===== config.mk =====
export PLATFORM = sky130hd
export DESIGN_NAME = branch_predictor
export DESIGN_NICKNAME = d
export VERILOG_FILES = /design/src/rtl/branch_predictor.sv
export SDC_FILE = /design/constraint.sdc
export NUM_CORES = 2
export LEC_CHECK = 0
export BUFFER_PORTS_ARGS = -buffer_cell sky130_fd_sc_hd__buf_2
export CORE_MARGIN = 2
export CORE_UTILIZATION = 40
export CTS_CLUSTER_SIZE = 25
export DETAILED_ROUTE_END_ITERATION = 8
export GPL_TIMING_DRIVEN = 0
export MAX_ROUTING_LAYER = met4
export SLEW_MARGIN = 5
export SYNTH_ARGS = -nofsm -noshare
export SYNTH_HDL_FRONTEND = slang
export SYNTH_SLANG_ARGS = --single-unit

===== constraint.sdc =====
create_clock -name clk -period 7.2 [get_ports clk]
set_input_delay 1.08 -clock clk [delete_from_list [all_inputs] [get_ports clk]]
set_output_delay 1.08 -clock clk [all_outputs]
set_load 0.005 [all_outputs]

===== src/rtl/branch_predictor.sv =====
// Direct-mapped BTB with 2-bit counters, plus execute-stage mispredict detection.
// Lookup is combinational; updates land on the clock edge.
module branch_predictor #(
  parameter int ENTRIES = 16,
  parameter int WIDTH   = 32
) (
  input  logic             clk,
  input  logic             rst_n,
  input  logic [WIDTH-1:0] PCF,
  output logic             PredTakenF,
  output logic [WIDTH-1:0] PredTargetF,
  input  logic             BranchE,
  input  logic             BranchTakenE,
  input  logic [WIDTH-1:0] PCE,
  input  logic [WIDTH-1:0] PCTargetE,
  input  logic             PredTakenE,
  input  logic [WIDTH-1:0] PredTargetE,
  output logic             flushBranch,
  output logic [WIDTH-1:0] PCRedirectE,
  output logic [15:0]      MissCount
);

  localparam int IW = $clog2(ENTRIES);
  localparam int TW = WIDTH - IW - 2;

  logic             r_valid [ENTRIES];
  logic [TW-1:0]    r_tag   [ENTRIES];
  logic [WIDTH-1:0] r_tgt   [ENTRIES];
  logic [1:0]       r_ctr   [ENTRIES];

  logic [IW-1:0] w_fidx;
  logic [TW-1:0] w_ftag;
  logic          w_fhit;
  logic [IW-1:0] w_eidx;
  logic [TW-1:0] w_etag;
  logic          w_ehit;
  logic [1:0]    w_ectr;
  logic [1:0]    w_inc;
  logic [1:0]    w_dec;

  assign w_fidx = PCF[IW+1:2];
  assign w_ftag = PCF[WIDTH-1:IW+2];
  assign w_fhit = r_valid[w_fidx] && (r_tag[w_fidx] == w_ftag);

  assign PredTakenF  = w_fhit && r_ctr[w_fidx][1];
  assign PredTargetF = w_fhit ? r_tgt[w_fidx] : PCF + WIDTH'(4);

  assign w_eidx = PCE[IW+1:2];
  assign w_etag = PCE[WIDTH-1:IW+2];
  assign w_ehit = r_valid[w_eidx] && (r_tag[w_eidx] == w_etag);
  assign w_ectr = r_ctr[w_eidx];
  assign w_inc  = (w_ectr == 2'b11) ? 2'b11 : w_ectr + 2'd1;
  assign w_dec  = (w_ectr == 2'b00) ? 2'b00 : w_ectr - 2'd1;

  // A taken branch whose target changed is a mispredict even if direction matched
  assign flushBranch = BranchE &&
    ((BranchTakenE != PredTakenE) ||
     (BranchTakenE && PredTakenE && (PredTargetE != PCTargetE)));

  assign PCRedirectE = BranchTakenE ? PCTargetE : PCE + WIDTH'(4);

  always_ff @(posedge clk or negedge rst_n) begin
    if (!rst_n) begin
      for (int i = 0; i < ENTRIES; i++) begin
        r_valid[i] <= 1'b0;
        r_tag[i]   <= '0;
        r_tgt[i]   <= '0;
        r_ctr[i]   <= 2'b01;
      end
    end else if (BranchE) begin
      if (w_ehit) begin
        if (BranchTakenE) begin
          r_ctr[w_eidx] <= w_inc;
          r_tgt[w_eidx] <= PCTargetE;
        end else begin
          r_ctr[w_eidx] <= w_dec;
        end
      end else if (BranchTakenE) begin
        r_valid[w_eidx] <= 1'b1;
        r_tag[w_eidx]   <= w_etag;
        r_tgt[w_eidx]   <= PCTargetE;
        r_ctr[w_eidx]   <= 2'b10;
      end
    end
  end

  always_ff @(posedge clk or negedge rst_n) begin
    if (!rst_n) begin
      MissCount <= '0;
    end else if (flushBranch && (MissCount != 16'hFFFF)) begin
      MissCount <= MissCount + 16'd1;
    end
  end

endmodule


==> impl_metrics.env <==
export IMPL_status="finished, violations left"
export IMPL_violations="setup timing"
export IMPL_rows=132
export IMPL_synth_cell_type_count=75
export IMPL_netlist_area_sq_mm=0.0518
export IMPL_syn_avg_cell_area_sq_um=14.4
export IMPL_grt_start_max_net_pins=159
export IMPL_regToRegEndpoint="r_tag[196]"
export IMPL_ant_nets=0
export IMPL_synth_async_reset_ratio_pct=100
export IMPL_post_route_worst_setup_slack_ps=-6.55
export IMPL_clk_pin_slew_ps=60
export IMPL_yosys_area_top_type="dfrtp_1"
export IMPL_coreArea_sq_mm=0.129
export IMPL_ios=215
export IMPL_clockBufferDepth=3
export IMPL_cts_tree="built"
export IMPL_h_tree_depth=3
export IMPL_wl_um=191000
export IMPL_finalHoldViolCount=0
export IMPL_crit_reg2reg_launch="r_tag[14]"
export IMPL_num_vias=35100
export IMPL_synth_most_common_cell="dfrtp_1"
export IMPL_grt_pass1_wl_um=269000
export IMPL_drv_slew=0
export IMPL_cts_sinks=992
export IMPL_cp_arrival_ps=6130
export IMPL_stdcell_count=5750
export IMPL_area_growth_pct=14.2
export IMPL_grt_pass1_vias=34900
export IMPL_synth_seq_cells=992
export IMPL_initial_core_util_pct=40.2
export IMPL_dp_cells=5530
export IMPL_die_area_sq_mm=0.132
export IMPL_crit_top_cell="buf_2"
export IMPL_antenna_found_initial=18
export IMPL_postPlaceCellArea_sq_mm=0.0551
export IMPL_synth_cells=3603
export IMPL_cp_end_kind="output port"
export IMPL_worst_pin_slew_ps=1410
export IMPL_grt_usage_pct=29.7
export IMPL_wl_per_cell_um=33.1
export IMPL_hpwl_um=135000
export IMPL_syn_num_nets=3743
export IMPL_hold_class="primary input to async pin"
export IMPL_setup_violations_final=1
export IMPL_synth_commonest_cells="dfrtp_1 (976), mux2_2 (956), mux4_2 (374), clkbuf_1 (209), nand2_1 (205)"
export IMPL_drtIter0Drc=4298
export IMPL_crit_slowest_cell="clkdlybuf4s15_2"
export IMPL_clkLatencyLatePin_ps=770
export IMPL_viasPerCell=6.10
export IMPL_numCtsBuffers=111
export IMPL_place_gp_congestion=0.996
export IMPL_vdd_drop_max_mv=0.228
export IMPL_route_detailed_drc=0
export IMPL_fp_dieH_um=364
export IMPL_synth_top_area_share_pct=47.1
export IMPL_synth_warnings=0
export IMPL_yosys_top_cells_area="dfrtp_1 (47%), mux2_2 (21%), mux4_2 (16%)"
export IMPL_fmax_mhz=139
export IMPL_portBuffers=177
export IMPL_fin_crit_sh_pct=100
export IMPL_fin_skew_ps=34.3
export IMPL_rrSetupSlack_ps=2590
export IMPL_cp_start_kind="primary input"
export IMPL_power_density_mw_per_mm2=284
export IMPL_path_max_fanout=10
export IMPL_maxSlewHeadroom_pct=5.71
export IMPL_design_area_sq_mm=0.0592
export IMPL_drive_gt1_share_pct=46.9
export IMPL_synth_edf_count=0
export IMPL_p_leak_uw=0.0256
export IMPL_ys_flop_type="dfrtp_1"
export IMPL_cts_root_buf="clkbuf_16"
export IMPL_cp_cell_sequence="buf_2, clkbuf_2, clkdlybuf4s15_2, buf_2, clkbuf_2, mux4_2, xor2_1, nor4_1, nand2_1, nor4_4, buf_4, buf_4, mux2i_1, buf_2"
export IMPL_synth_seq_area_share_pct=47.9
export IMPL_cp_data_required_time_ps=6120
export IMPL_crit_path_max_incr_delay_ps=750
export IMPL_r2r_cells=9
export IMPL_grt_overflow=0
export IMPL_timing_worst_setup_path_type="primary input to output port"
export IMPL_die_w_um=364
export IMPL_nets=4043
export IMPL_final_min_clock_period_ps=7210
export IMPL_drt_pass1_iter_count=5
export IMPL_drv_cap=0
[per-stage QoR]
step / utilization (%) / setup TNS, ps / hold WS (ps) / worst slack (ps) / total power (uW)
after global placement: 42.6 / - / 459 / -17470 / 10700
after detailed placement: 42.7 / -62620 / 462 / -2060 / 10800
after CTS: 45.8 / 0 / 252 / 40.0 / 16800
after floorplan: - / 0 / 441 / 1820 / 9490
after global routing: 45.9 / -3.34 / 264 / -3.34 / 17400
final: 45.9 / -6.55 / 231 / -6.55 / 16800
[report_power, final]
group | switching (uW) | internal, uW | total [uW]
combinational | 1580 | 1840 | 3420
clock | 2480 | 3570 | 6040
sequential | 685 | 6650 | 7340
[cell families after synthesis]
logic type                 count (synthesis)  share of synthesized area, %
muxes                                   1409                          38.5
DFF                                      992                          47.9
buffers and inverters                    363                          3.41
xor gates and xnor gates                 150                          2.53
AOI/OAI and AO/OA                        209                          2.76
adders and majority gates                  8                         0.188
and+or+nand+nor                          472                          4.64
[worst max-delay path: cells and delay by family]
kind	cells	cell delay, ps
and+or+nand+nor	3	610
buffers and inverters	8	3250
xor gates and xnor gates	1	170
muxes	2	980
[placed cells by master, fill, tap and decap left out, types with 13 or more instances in the layout]
cell type,n
buf_8,16
nand3_1,52
clkbuf_1,217
mux4_2,374
buf_1,26
and3_1,18
nand4_1,27
buf_4,32
xnor2_1,69
mux2_2,956
clkbuf_8,23
inv_1,25
clkbuf_16,112
nand2_1,205
dfstp_2,16
a22o_1,14
clkinv_2,24
o22a_1,16
nand2b_1,23
bufinv_16,13
mux2i_1,77
nor4_1,13
xor2_1,79
nor2_1,64
dfrtp_1,976
buf_2,212
o21ai_0,70
o22ai_1,14
[worst max-delay path by stage]
stage	slack, ps	cells past startpoint	end	start
finish	-7	14	PredTargetF[2]	PCF[5]
global route	-3	15	PredTargetF[2]	PCF[3]
CTS	40	13	PredTargetF[2]	PCF[4]
detailed placement	-2060	13	PredTargetF[2]	PCF[5]
global placement	-17470	1	r_tgt[379]	rst_n
floorplan	1820	10	PredTargetF[3]	PCF[2]
[cell type report]
cell class | count | area, sq um
multi-input cells | 2248 | 25300
plain buffers | 335 | 1760
clock buffers | 158 | 3210
repair buffers | 188 | 1120
inverters | 27 | 101
diodes | 12 | 30.0
well taps | 1742 | 2180
flip-flops and latches | 992 | 24800
clock inverters | 48 | 652
fillers | 11600 | 69800
[flip-flops by register name (all words and copies together) (netlist names)]
name	count
r_ctr	32
r_tgt	512
r_valid	16
MissCount	16
r_tag	416
[routing by layer]
metal  track usage [%]  part of all wire (%)
met1              39.1                    41
met2              43.2                    45
met3              9.35                    11
met4              10.5                   3.6
met5                 -                     0
[repair_timing]
item                       4_1_cts  5_1_grt
buffers inserted                 3        0
hold buffers                     0        0
pin swaps                        1        0
gates resized for setup         48       15
setup endpoints to repair       35       25
Power figures use the tool's default switching activity.
